$ cat src/rtl/match_pkg.sv
// Shared types and constants for the descriptor-matching sequencer.
package match_pkg;

  typedef enum logic [2:0] {
    IDLE,
    ISSUE,
    DRAIN,
    WAIT_RES,
    PUSH,
    FINISH
  } state_t;

  localparam int DIST_W = 17;
  localparam int DEF_QW = 10;
  localparam int DEF_SW = 11;

  typedef struct packed {
    logic [DEF_QW-1:0] qidx;
    logic [DEF_SW-1:0] sidx;
  } match_entry_t;

endpackage

$ cat src/rtl/match_fifo.sv
// First-word fall-through synchronous FIFO holding accepted (query, scene) pairs.
module match_fifo #(
  parameter int DEPTH = 8,
  parameter int WIDTH = 21
) (
  input  logic             i_clk,
  input  logic             i_rst_n,
  input  logic             i_wr_en,
  input  logic [WIDTH-1:0] i_wr_data,
  input  logic             i_rd_en,
  output logic [WIDTH-1:0] o_rd_data,
  output logic             o_full,
  output logic             o_empty
);

  localparam int AW = (DEPTH > 1) ? $clog2(DEPTH) : 1;

  logic [WIDTH-1:0] r_mem [DEPTH];
  logic [AW-1:0]    r_wptr;
  logic [AW-1:0]    r_rptr;
  logic [AW:0]      r_count;
  logic             w_wr;
  logic             w_rd;

  assign o_full  = (r_count == (AW+1)'(DEPTH));
  assign o_empty = (r_count == '0);
  // A read frees a slot on the same edge, so a full FIFO still accepts a write then.
  assign w_wr    = i_wr_en && (!o_full || i_rd_en);
  assign w_rd    = i_rd_en && !o_empty;
  assign o_rd_data = o_empty ? '0 : r_mem[r_rptr];

  always_ff @(posedge i_clk) begin
    if (w_wr) r_mem[r_wptr] <= i_wr_data;
  end

  always_ff @(posedge i_clk or negedge i_rst_n) begin
    if (!i_rst_n) begin
      r_wptr  <= '0;
      r_rptr  <= '0;
      r_count <= '0;
    end else begin
      if (w_wr) r_wptr <= r_wptr + AW'(1);
      if (w_rd) r_rptr <= r_rptr + AW'(1);
      case ({w_wr, w_rd})
        2'b10:   r_count <= r_count + (AW+1)'(1);
        2'b01:   r_count <= r_count - (AW+1)'(1);
        default: r_count <= r_count;
      endcase
    end
  end

endmodule

$ cat src/rtl/match_sequencer.sv
// Sequences SIFT descriptor matching: issues scene reads per query, collects verdicts, queues matches.
// Optional build macro MATCH_TIMEOUT_EN adds a WAIT_RES timeout and the sticky timeout_err output.
module match_sequencer
  import match_pkg::*;
#(
  parameter int QW         = DEF_QW,
  parameter int SW         = DEF_SW,
  parameter int DIST_LAT   = 3,
  parameter int FIFO_DEPTH = 8
) (
  input  logic          iclk,
  input  logic          irst,
  input  logic          istart,
  input  logic [QW-1:0] nq,
  input  logic [SW-1:0] ns,
  output logic          rd_en,
  output logic [QW-1:0] q_addr,
  output logic [SW-1:0] s_addr,
  output logic          cmp_en,
  output logic [SW-1:0] cmp_idx,
  output logic          cmp_last,
  input  logic          cmp_res_valid,
  input  logic          cmp_match,
  input  logic [SW-1:0] cmp_match_idx,
  output logic          m_valid,
  output logic [QW-1:0] m_qidx,
  output logic [SW-1:0] m_sidx,
  input  logic          m_ready,
  output logic          busy,
  output logic          done
`ifdef MATCH_TIMEOUT_EN
  ,
  output logic          timeout_err
`endif
);

  state_t        r_state;
  logic [QW-1:0] r_nq;
  logic [SW-1:0] r_ns;
  logic          r_match;
  logic [SW-1:0] r_midx;

  logic          r_dl_v    [DIST_LAT];
  logic [SW-1:0] r_dl_idx  [DIST_LAT];
  logic          r_dl_last [DIST_LAT];

  logic             w_issue_last;
  logic             w_full;
  logic             w_empty;
  logic             w_pop;
  logic             w_push;
  logic             w_stall;
  logic [QW+SW-1:0] w_rd_data;

`ifdef MATCH_TIMEOUT_EN
  logic [3:0] r_to_cnt;
`endif

  assign w_issue_last = (r_state == ISSUE) && (s_addr == r_ns - SW'(1));
  assign w_pop        = m_ready && !w_empty;
  assign w_stall      = r_match && w_full && !w_pop;
  assign w_push       = (r_state == PUSH) && r_match && !w_stall;

  assign m_valid            = !w_empty;
  assign {m_qidx, m_sidx}   = w_rd_data;
  assign cmp_en             = r_dl_v[DIST_LAT-1];
  assign cmp_idx            = r_dl_idx[DIST_LAT-1];
  assign cmp_last           = r_dl_last[DIST_LAT-1];

  // Models the distance-unit latency so comparator strobes line up with each pair's distance.
  always_ff @(posedge iclk or negedge irst) begin
    if (!irst) begin
      for (int i = 0; i < DIST_LAT; i++) begin
        r_dl_v[i]    <= 1'b0;
        r_dl_idx[i]  <= '0;
        r_dl_last[i] <= 1'b0;
      end
    end else begin
      r_dl_v[0]    <= rd_en;
      r_dl_idx[0]  <= rd_en ? s_addr : '0;
      r_dl_last[0] <= w_issue_last;
      for (int i = 1; i < DIST_LAT; i++) begin
        r_dl_v[i]    <= r_dl_v[i-1];
        r_dl_idx[i]  <= r_dl_idx[i-1];
        r_dl_last[i] <= r_dl_last[i-1];
      end
    end
  end

  always_ff @(posedge iclk or negedge irst) begin
    if (!irst) begin
      r_state <= IDLE;
      r_nq    <= '0;
      r_ns    <= '0;
      r_match <= 1'b0;
      r_midx  <= '0;
      rd_en   <= 1'b0;
      q_addr  <= '0;
      s_addr  <= '0;
      busy    <= 1'b0;
      done    <= 1'b0;
`ifdef MATCH_TIMEOUT_EN
      r_to_cnt    <= '0;
      timeout_err <= 1'b0;
`endif
    end else begin
      done <= 1'b0;
      case (r_state)
        IDLE: begin
          if (istart) begin
            r_nq   <= nq;
            r_ns   <= ns;
            q_addr <= '0;
            s_addr <= '0;
            busy   <= 1'b1;
`ifdef MATCH_TIMEOUT_EN
            timeout_err <= 1'b0;
`endif
            if (nq == '0 || ns == '0) begin
              r_state <= FINISH;
              done    <= 1'b1;
            end else begin
              r_state <= ISSUE;
              rd_en   <= 1'b1;
            end
          end
        end
        ISSUE: begin
          if (w_issue_last) begin
            rd_en   <= 1'b0;
            r_state <= DRAIN;
          end else begin
            s_addr <= s_addr + SW'(1);
          end
        end
        DRAIN: begin
          if (cmp_last) begin
            r_state <= WAIT_RES;
`ifdef MATCH_TIMEOUT_EN
            r_to_cnt <= '0;
`endif
          end
        end
        WAIT_RES: begin
          if (cmp_res_valid) begin
            r_match <= cmp_match;
            r_midx  <= cmp_match_idx;
            r_state <= PUSH;
          end
`ifdef MATCH_TIMEOUT_EN
          // Fifteenth silent cycle: give up on this row as a non-match.
          else if (r_to_cnt == 4'd14) begin
            r_match     <= 1'b0;
            timeout_err <= 1'b1;
            r_state     <= PUSH;
          end else begin
            r_to_cnt <= r_to_cnt + 4'd1;
          end
`endif
        end
        PUSH: begin
          if (!w_stall) begin
            if (q_addr == r_nq - QW'(1)) begin
              r_state <= FINISH;
              done    <= 1'b1;
            end else begin
              q_addr  <= q_addr + QW'(1);
              s_addr  <= '0;
              rd_en   <= 1'b1;
              r_state <= ISSUE;
            end
          end
        end
        FINISH: begin
          busy    <= 1'b0;
          r_state <= IDLE;
        end
        default: r_state <= IDLE;
      endcase
    end
  end

  match_fifo #(
    .DEPTH (FIFO_DEPTH),
    .WIDTH (QW + SW)
  ) u_fifo (
    .i_clk     (iclk),
    .i_rst_n   (irst),
    .i_wr_en   (w_push),
    .i_wr_data ({q_addr, r_midx}),
    .i_rd_en   (w_pop),
    .o_rd_data (w_rd_data),
    .o_full    (w_full),
    .o_empty   (w_empty)
  );

endmodule
$ cat config.mk
export PLATFORM = sky130hd
export DESIGN_NAME = match_sequencer
export DESIGN_NICKNAME = d
export VERILOG_FILES = /design/src/rtl/match_pkg.sv /design/src/rtl/match_fifo.sv /design/src/rtl/match_sequencer.sv
export SDC_FILE = /design/constraint.sdc
export NUM_CORES = 1
export LEC_CHECK = 0
export ABC_CLOCK_PERIOD_IN_PS = 5000
export CAP_MARGIN = 20
export CORE_ASPECT_RATIO = 1.1
export CORE_MARGIN = 8
export CORE_UTILIZATION = 58
export DETAILED_ROUTE_END_ITERATION = 16
export GPL_TIMING_DRIVEN = 0
export PLACE_DENSITY = 0.8
export SYNTH_ARGS = -nofsm -noshare
export SYNTH_HDL_FRONTEND = slang
export SYNTH_SLANG_ARGS = --single-unit
$ cat constraint.sdc
create_clock -name iclk -period 5 [get_ports iclk]
set_input_delay 0.75 -clock iclk [delete_from_list [all_inputs] [get_ports iclk]]
set_output_delay 0.75 -clock iclk [all_outputs]
set_load 0.01 [all_outputs]
==> impl_metrics.toml, run 1 <==
[timing]
rsz0062_at_grt = "false"
fmaxAchievable_ghz = 0.2368
skew_ns = 0.01043
period_needed_ns = 4.222
hold_violations = 0
max_slew_margin_pct = 34.88
finalSetupViolCount = 0
worst_pin_slew_ns = 0.9768
fin_setup_tns_ns = 0
setup_ws_ns = 0.7779
fin_crit_sh_pct = 84.44
slew_viol_final = 0

[setup_path]
cp.arrival_ns = 3.47
critical_path_peak_fanout = 10
critPathRequiredTime_ns = 4.25
r2r_cells = 9
endpoint_kind = "output port"
cp-start-kind = "flip-flop"
path_class = "reg2out"

[placed_design]
dp.final_hpwl_um = 17040
port_buffers = 96
dpl_worst_slack_ns = 1.265
gp_congestion = 0.9188
dp.cells = 1132
dpl_cell_area_mm2 = 0.01318

[synthesis]
synth.distinct_cells = 65
synth_top_family_by_area = "multiplexers"
synth_commonest_cells = "edfxtp_1, dfrtp_1, nor2_1"
synth_seq_area_share_pct = 66.72
synth_edf_count = 168
netlist_area_mm2 = 0.01165
syn_area_per_cell_um2 = 15.21
ys_async_sr_fraction_pct = 39.35
synthSimpleGateAreaFrac_pct = 9.193
ys_top_cells_by_area = "edfxtp_1, dfrtp_1, mux4_2"
synthAdderAreaFrac_pct = 1.138
syn_inst = 766
synthFlopType = "edfxtp_1"
netlist.area_leader.share_pct = 43.30
synth-compound-area-share_pct = 4.307
synth_xor_area_share_pct = 2.932
synth_most_common_cell = "edfxtp_1"
synth.mux.area_fraction_pct = 13.09
ys_ff_latch = 277
yosysWarnings = 0
syn-num-nets = 814
yosys.area.top_type = "edfxtp_1"

[finish]
finalInstanceArea_mm2 = 0.01410
diodes = 0
drive_above_1_share_pct = 18.32
syn2layout_area_growth_pct = 21.01
nets = 956
finalNonFillerCells = 1180

[flow_run]
max-cap-violations = 0

[routing]
routed_via_density = 5.969
post_drt_wl_per_cell_um = 22.01
drt_iter0_drc = 534
vias = 7044
ant_nets = 0
drt_pre_antenna_iters = 5
wl_um = 25970
drc_errors = 0

[clock_tree]
clk_latency_ns = 0.52
tritoncts = "done"
clk_pin_slew_ns = 0.06
clockRootBuffer = "clkbuf_16"
holdBufCountCts = 0
h-tree-depth = 1
cts_resized = 0
cts_buffer_depth = 3
cts_setup_buffers = 0
cts_sinks = 277
cts_buffers = 26

[floorplanning]
row_count = 54
initial_core_util_pct = 58.85
pin_count = 97
die-area_mm2 = 0.02488
die_h_um = 164.6
core-area_mm2 = 0.01980
fp.dieW_um = 151.1

[grt]
grt_start_max_net_pins = 63
antenna_found_initial = 0
grt_pass1_wl_um = 41030
grtUsageTotal_pct = 21.43
grt_overflow_total = 0
grt_pass1_vias = 7387

[status]
outcome = "finished, final reports clean"

[min_path]
hp-class = "in2async"

[pwr]
ir_worst_vdd_v = 0.0003564
finalPower_w = 0.007539
power.leakage_nw = 5.408
cellPowerDensity_mw_per_mm2 = 534.8
==> power by group <==
group          internal (W)  switching, W
Clock               0.00126      0.000829
Sequential          0.00272      0.000298
Combinational       0.00125       0.00118
==> through the flow <==
step	hold slack [ns]	util, %
2_1_floorplan	0.3312	-
3_3_place_gp	0.3316	65.30
3_5_place_dp	0.3347	66.57
4_1_cts	0.2728	71.21
5_1_grt	0.3045	71.21
6_report	0.2564	71.21
==> registers in the layout, indices dropped and copies added (netlist names) <==
name	flops
rd_en	1
q_addr	10
r_dl_idx	22
r_ns	11
r_nq	10
cmp_last	1
cmp_idx	11
cmp_en	1
u_fifo.r_mem	168
r_midx	11
r_dl_last	2
r_state	3
r_dl_v	2
busy	1
done	1
s_addr	11
u_fifo.r_wptr	3
r_match	1
u_fifo.r_count	4
u_fifo.r_rptr	3
==> critical path, stage by stage (launching register included) <==
cell,delay (ns)
dfrtp_1,0.35
clkbuf_1,0.36
buf_1,0.77
mux4_2,0.62
mux2i_1,0.21
nor2_1,0.11
clkdlybuf4s50_1,0.53
==> cell usage in the layout, fill, tap and decap left out, drive strengths merged, types with 3 or more instances in the layout <==
cell type | Yosys | final
edfxtp | 168 | 168
dfrtp | 109 | 109
clkdlybuf4s50 | 0 | 95
clkbuf | 21 | 51
nor2 | 50 | 50
buf | 30 | 49
mux4 | 42 | 42
nand2 | 33 | 33
mux2 | 31 | 31
o21ai | 28 | 28
xnor2 | 26 | 26
mux2i | 23 | 23
a21oi | 20 | 20
nand3 | 16 | 16
inv | 16 | 16
nor3 | 15 | 15
and2 | 14 | 14
xor2 | 13 | 13
nand4 | 12 | 12
nor4 | 11 | 11
clkinv | 0 | 10
ha | 9 | 9
nor2b | 7 | 7
and3 | 7 | 7
a31oi | 5 | 5
bufinv | 0 | 5
nor3b | 5 | 5
o31ai | 4 | 4
and4b | 4 | 4
or3 | 4 | 4
or4 | 4 | 4
nand2b | 3 | 3
a21o | 3 | 3
o211ai | 3 | 3
nor4b | 3 | 3
clkinvlp | 0 | 3
==> layer usage <==
metal | GRT usage [%] | vias to the layer above | share of wire, %
met2 | 37.47 | 291 | 51
met5 | 0 | - | 0
met4 | 5.943 | 0 | 2.4
met3 | 3.426 | 47 | 6.4
li1 | - | 3159 | -
met1 | 27.22 | 3547 | 41
==> area by class of cell <==
type	instances	area (um^2)
plain buffers	51	245.2
multi-input cells	422	3612
well taps	252	315.3
flip-flops and latches	277	7772
clock inverters	18	221.5
repair buffers	114	1174
inverters	16	60.06
fillers	1280	5699
clock buffers	30	696.9
==> path summary, 6_finish.rpt <==
check	endpoint	slack, ns	start
setup / recovery	m_qidx[9]	0.78	u_fifo.r_rptr[0]$_DFFE_PN0P_
hold / removal	r_ns[9]$_DFFE_PN0P_	0.26	irst
setup reg to reg	u_fifo.r_mem[5][14]$_DFFE_PP_	1.08	r_state[1]$_DFFE_PN0P_
hold reg to reg	cmp_idx[6]$_DFF_PN0_	0.35	r_dl_idx[17]$_DFF_PN0_
max in group asynchronous	cmp_idx[0]$_DFF_PN0_	4.02	irst
min in group iclk	cmp_idx[6]$_DFF_PN0_	0.35	r_dl_idx[17]$_DFF_PN0_
==> logic make-up (layout without fill, tap and decap cells) <==
| group | count (synthesis) | after routing |
|---|---|---|
| xor gates and xnor gates | 39 | 39 |
| buffers and inverters | 67 | 229 |
| AOI/OAI and AO/OA | 79 | 79 |
| and+or+nand+nor | 198 | 198 |
| adders and majority gates | 10 | 10 |
| muxes | 96 | 96 |
| DFF | 277 | 277 |
No activity file was read; power rests on OpenSTA's default activity.
==> inputs of run 2 (changes only) <==
Settings changed: ABC_CLOCK_PERIOD_IN_PS 5000 to 3900.
Clock period 5 ns to 3.9 ns, I/O delays scaled along.
==> impl_metrics.toml, run 2 (synthesis results as in run 1) <==
[status]
outcome = "finished, final reports clean"

[floorplanning]
die-area_mm2 = 0.02488
die_h_um = 164.6
pin_count = 97
initial_core_util_pct = 58.85
row_count = 54
fp.dieW_um = 151.1
core-area_mm2 = 0.01980

[finish]
layout_commonest_cell = "edfxtp_1"
regArea_mm2 = 0.007772
multi_input_comb_area_mm2 = 0.003621
top_regs = "u_fifo.r_mem (168), r_dl_idx (22)"
largest_reg_flops = 168
finalInstanceArea_mm2 = 0.01403
syn2layout_area_growth_pct = 20.47
largest_register = "u_fifo.r_mem"
drive_above_1_share_pct = 18.15
nets = 957
layout_common_cells = "edfxtp_1, dfrtp_1, clkdlybuf4s50_1"
fillerInstances = 1281
post-route-util_pct = 70.90

[grt]
grtUsageTotal_pct = 21.24
grt_pass1_wl_um = 40540
grt_pass1_vias = 7322
antenna_found_initial = 1
grt_start_max_net_pins = 65
grt_overflow_total = 0

[pwr]
p_comb_share_pct = 32.5
switchingPower_w = 0.002907
power.share.switching_pct = 31.21
power_frac_clock_pct = 26.0
seqPwrFrac_pct = 41.5
power.leakage_nw = 5.410
cellPowerDensity_mw_per_mm2 = 663.6
ir_worst_vdd_v = 0.0004766
power.internal_w = 0.006407

[timing]
rsz0062_at_grt = "false"
period_needed_ns = 3.721
slew_viol_final = 0
hold_violations = 0
max_slew_margin_pct = 33.71
finalSetupViolCount = 0
worst_pin_slew_ns = 0.9852
skew_ns = 0.01429
fmaxAchievable_ghz = 0.2688
fin_crit_sh_pct = 95.40

[placed_design]
gp_congestion = 0.8473
port_buffers = 96
dp.final_hpwl_um = 16880
dpl_cell_area_mm2 = 0.01318

[clock_tree]
cts_buffers = 28
cts_buffer_depth = 3
clk_pin_slew_ns = 0.06
cts_sinks = 277
clockRootBuffer = "clkbuf_16"
clk_latency_ns = 0.54
h-tree-depth = 1
cts_setup_buffers = 0
tritoncts = "done"

[setup_path]
crit_buf_inv = 3
cp.depth = 6
crit_family = "buffers and inverters"
path_class = "reg2out"
cp-start-kind = "flip-flop"
crit-reg2reg-launch = "r_state[1]$_DFFE_PN0P_"
endpoint = "m_sidx[0]"
critical_path_peak_fanout = 10
r2r_slack_ns = 0.29
critPathMaxStageDelay_ns = 0.57
setup.worst_path.start = "u_fifo.r_rptr[0]$_DFFE_PN0P_"
critPathRequiredTime_ns = 3.31
critPathSlowestCell = "mux4_2"
endpoint_kind = "output port"
crit_chain = "clkbuf_1 -> clkdlybuf4s18_2 -> mux4_2 -> mux2i_1 -> nor2_1 -> clkdlybuf4s50_1"
r2r-end = "u_fifo.r_mem[6][13]$_DFFE_PP_"
r2r_cells = 8
cp.arrival_ns = 3.14

[routing]
drt_pre_antenna_iters = 5
drc_errors = 0
drt_iter0_drc = 596
ant_nets = 0
routed_via_density = 5.949
wl_um = 25460
vias = 7044
post_drt_wl_per_cell_um = 21.50

[min_path]
hp-class = "in2async"

[flow_run]
max-cap-violations = 0
run 2: cell types whose count changed in the layout (fill, tap and decap cells not counted), sizes merged:
| cell | delta |
|---|---|
| buf | -4 |
| bufinv | -5 |
| clkbuf | +8 |
| clkdlybuf4s15 | +2 |
| clkdlybuf4s18 | +1 |
| clkinv | +4 |
| clkinvlp | -3 |
| diode | +1 |
run 2: repair_timing:
| action | in CTS | in global routing |
|---|---|---|
| hold buffers | 0 | 0 |
| setup endpoints to repair | 18 | 2 |
| pin swaps | 0 | 0 |
| resized for setup | 8 | 3 |
run 2: worst min path at each step:
stage,startpoint,to,slack [ns]
detailed placement,r_dl_idx[18]$_DFF_PN0_,cmp_idx[7]$_DFF_PN0_,0.34
global route,irst,r_nq[8]$_DFFE_PN0P_,0.11
CTS,irst,r_nq[3]$_DFFE_PN0P_,0.07
global placement,r_dl_v[2]$_DFF_PN0_,r_dl_v[1]$_DFF_PN0_,0.33
finish,irst,r_nq[3]$_DFFE_PN0P_,0.07
floorplan,irst,busy$_DFFE_PN0P_,0.29
run 2: final cells by class:
type                    count  share of cell area (%)
diodes                      1                 0.01783
clock buffers              38                   5.411
inverters                  16                  0.4279
well taps                 252                   2.247
plain buffers              51                   1.908
flip-flops and latches    277                   55.38
clock inverters            14                  0.4725
repair buffers            113                   8.336
multi-input cells         422                   25.80
run 2: power by group through the flow:
stage                     logic (W)  registers [W]  clock network, W
after floorplan             0.00199        0.00381                 0
after global placement      0.00295        0.00390                 0
after detailed placement    0.00301        0.00391                 0
after CTS                   0.00306        0.00386           0.00247
after global routing        0.00332        0.00392           0.00258
final                       0.00303        0.00387           0.00242
run 2: per-layer routing:
layer  wire length, um  GRT usage, %
met5                11             0
met1             10010         26.76
met2             13020         36.45
met4               753         7.294
met3              1669         3.809
run 2: stage by stage:
step | cells | total power, W | worst slack (ns) | TNS, ns | hold WS (ns)
3_3_place_gp | 1114 | 0.006846 | -2.314 | -442.59 | 0.3310
2_1_floorplan | 766 | 0.005805 | -0.009253 | -0.1943 | 0.2894
3_5_place_dp | 1131 | 0.006919 | 0.3094 | 0 | 0.3356
5_1_grt | 1183 | 0.009814 | 0.002741 | 0 | 0.1144
6_report | 1184 | 0.009314 | 0.1793 | 0 | 0.06848
4_1_cts | 1183 | 0.009384 | 0.09689 | 0 | 0.07366
run 2: worst register-to-register path: cells and delay by family (launching register included):
family	cells	cell delay (ns)
AND/OR/NAND/NOR	4	1.75
buffers and inverters	4	1.20
flip-flops	1	0.38
==> inputs of run 3 (changes only) <==
Settings changed: CORE_UTILIZATION 58 to 45, PLACE_DENSITY 0.8 to not set, SLEW_MARGIN set to 20.
==> impl_metrics.toml, run 3 (synthesis results as in run 1) <==
[grt]
grtUsageTotal_pct = 17.44
grt_overflow_total = 0
use_met1_pct = 21.42
grt_start_max_net_pins = 73
antenna_found_initial = 0
grt_pass1_vias = 7480
busiest_layer = "met2"
use_met3_pct = 2.867
grt_util_met2_pct = 31.35
grt_pass1_wl_um = 42410

[routing]
vias = 6976
drt_iter0_drc = 394
drc_errors = 0
ant_nets = 0
drt_pre_antenna_iters = 5
routed_via_density = 5.441
wl_um = 26710
post_drt_wl_per_cell_um = 20.83

[clock_tree]
h-tree-depth = 1
cts_sinks = 277
cts_buffers = 28
clk_latency_ns = 0.54
cts_buffer_depth = 3
clk_pin_slew_ns = 0.06
clockRootBuffer = "clkbuf_16"
tritoncts = "done"
cts_setup_buffers = 0

[timing]
whs_ns = 0.3461
worst_pin_slew_ns = 1.063
finalSetupViolCount = 0
fmaxAchievable_ghz = 0.2751
fin_crit_sh_pct = 93.21
slew_viol_final = 0
hold_violations = 0
fin_setup_tns_ns = 0
rsz0062_at_grt = "false"
setup_ws_ns = 0.2647
max_slew_margin_pct = 28.19
skew_ns = 0.02393
period_needed_ns = 3.635

[placed_design]
dpl_cell_area_mm2 = 0.01331
dp.final_hpwl_um = 18750
dpl_worst_slack_ns = 0.02117
port_buffers = 96
gp_congestion = 0.8140

[setup_path]
crit_buf_inv = 3
crit_family = "buffers and inverters"
r2r-end = "u_fifo.r_mem[6][11]$_DFFE_PP_"
path_class = "reg2out"
crit_chain = "clkbuf_1 -> clkdlybuf4s15_2 -> mux4_2 -> mux2i_1 -> nor2_1 -> clkdlybuf4s50_1"
cp.arrival_ns = 3.05
critPathMaxStageDelay_ns = 0.55
cp-start-kind = "flip-flop"
r2r_cells = 9
endpoint_kind = "output port"
r2r_slack_ns = 0.32
critPathSlowestCell = "mux4_2"
cp.depth = 6
crit-reg2reg-launch = "r_state[1]$_DFFE_PN0P_"
critPathRequiredTime_ns = 3.31
critical_path_peak_fanout = 10

[pwr]
power_frac_clock_pct = 27.0
ir_worst_vdd_v = 0.0003782
power.share.switching_pct = 31.33
switchingPower_w = 0.002970
seqPwrFrac_pct = 40.9
p_comb_share_pct = 32.1
power.leakage_nw = 5.464
cellPowerDensity_mw_per_mm2 = 666.1
power.internal_w = 0.006511

[floorplanning]
fp.dieW_um = 169.4
initial_core_util_pct = 45.98
row_count = 61
die_h_um = 184.8
pin_count = 97
die-area_mm2 = 0.03130
core-area_mm2 = 0.02534

[finish]
layout_commonest_cell = "edfxtp_1"
largest_register = "u_fifo.r_mem"
finalInstanceArea_mm2 = 0.01423
drive_above_1_share_pct = 19.12
top_regs = "u_fifo.r_mem (168), r_dl_idx (22)"
layout_common_cells = "edfxtp_1, dfrtp_1, clkdlybuf4s50_1"
fillerInstances = 2082
diodes = 0
largest_reg_flops = 168
nets = 962
syn2layout_area_growth_pct = 22.18

[status]
outcome = "finished, final reports clean"

[min_path]
hold_end = "cmp_idx[10]$_DFF_PN0_"
hold_depth = 0
worstHoldStart = "r_dl_idx[21]$_DFF_PN0_"
hp-class = "reg2reg"

[flow_run]
max-cap-violations = 0
[run 3: cell types whose count changed in the layout (fill, tap and decap cells not counted), sizes merged]
cell / delta
buf: +6
clkinv: -7
dlygate4sd3: +1
clkdlybuf4s18: -1
diode: -1
clkdlybuf4s15: -1
clkbuf: +5
inv: +2
[run 3: cell type report]
type	instances	area, um^2	share of cell area [%]
Inverter	16	60.06	0.4219
Tap cell	346	432.9	3.041
Clock buffer	43	827.0	5.810
Clock inverter	9	62.56	0.4395
Timing Repair Buffer	118	1182	8.307
Multi-Input combinational cell	422	3638	25.56
Sequential cell	277	7772	54.61
Buffer	51	257.7	1.811
[run 3: what timing repair did]
item                                   4_1_cts  5_1_grt
resized for setup                            9        9
endpoints found under the hold margin       37        0
setup endpoints to repair                   26       35
hold buffers                                 1        0
gates cloned                                 0        0
[run 3: layer usage]
layer | share of wire, % | up-vias
met3 | 5.1 | 38
li1 | - | 3181
met4 | 1.9 | 0
met5 | 0 | -
met2 | 52 | 192
met1 | 41 | 3565
[run 3: worst max path at each step]
stage / start / to / slack [ns]
global placement: r_state[1]$_DFFE_PN0P_ / u_fifo.r_mem[0][13]$_DFFE_PP_ / -2.38
detailed placement: r_state[1]$_DFFE_PN0P_ / u_fifo.r_mem[4][18]$_DFFE_PP_ / 0.02
floorplan: r_state[1]$_DFFE_PN0P_ / u_fifo.r_mem[0][0]$_DFFE_PP_ / -0.009
global route: u_fifo.r_rptr[0]$_DFFE_PN0P_ / m_qidx[1] / 0.02
finish: u_fifo.r_rptr[0]$_DFFE_PN0P_ / m_qidx[1] / 0.26
CTS: r_state[1]$_DFFE_PN0P_ / u_fifo.r_mem[5][14]$_DFFE_PP_ / 0.04
[run 3: power groups by stage]
stage	Combinational [W]	Clock, W	Sequential [W]
floorplan	0.00199	0	0.00381
detailed placement	0.00307	0	0.00393
global placement	0.00301	0	0.00392
CTS	0.00311	0.00263	0.00388
global route	0.00334	0.00274	0.00394
finish	0.00304	0.00256	0.00388
[run 3: metrics by stage]
step / power (W) / instances / util [%]
finish: 0.009481 / 1282 / 56.17
global route: 0.01002 / 1282 / 56.17
CTS: 0.009619 / 1282 / 56.22
detailed placement: 0.007007 / 1229 / 52.52
global placement: 0.006923 / 1208 / 51.50
floorplan: 0.005805 / 766 / -
[run 3: worst reg2reg max path, cell delays in order (launching register included)]
cell	delay (ns)
dfrtp_1	0.37
clkbuf_1	0.22
nor2_1	0.41
clkbuf_2	0.35
nand4_1	0.42
inv_1	0.26
nand2_1	0.24
nor3b_2	0.53
buf_4	0.27
buf_4	0.20
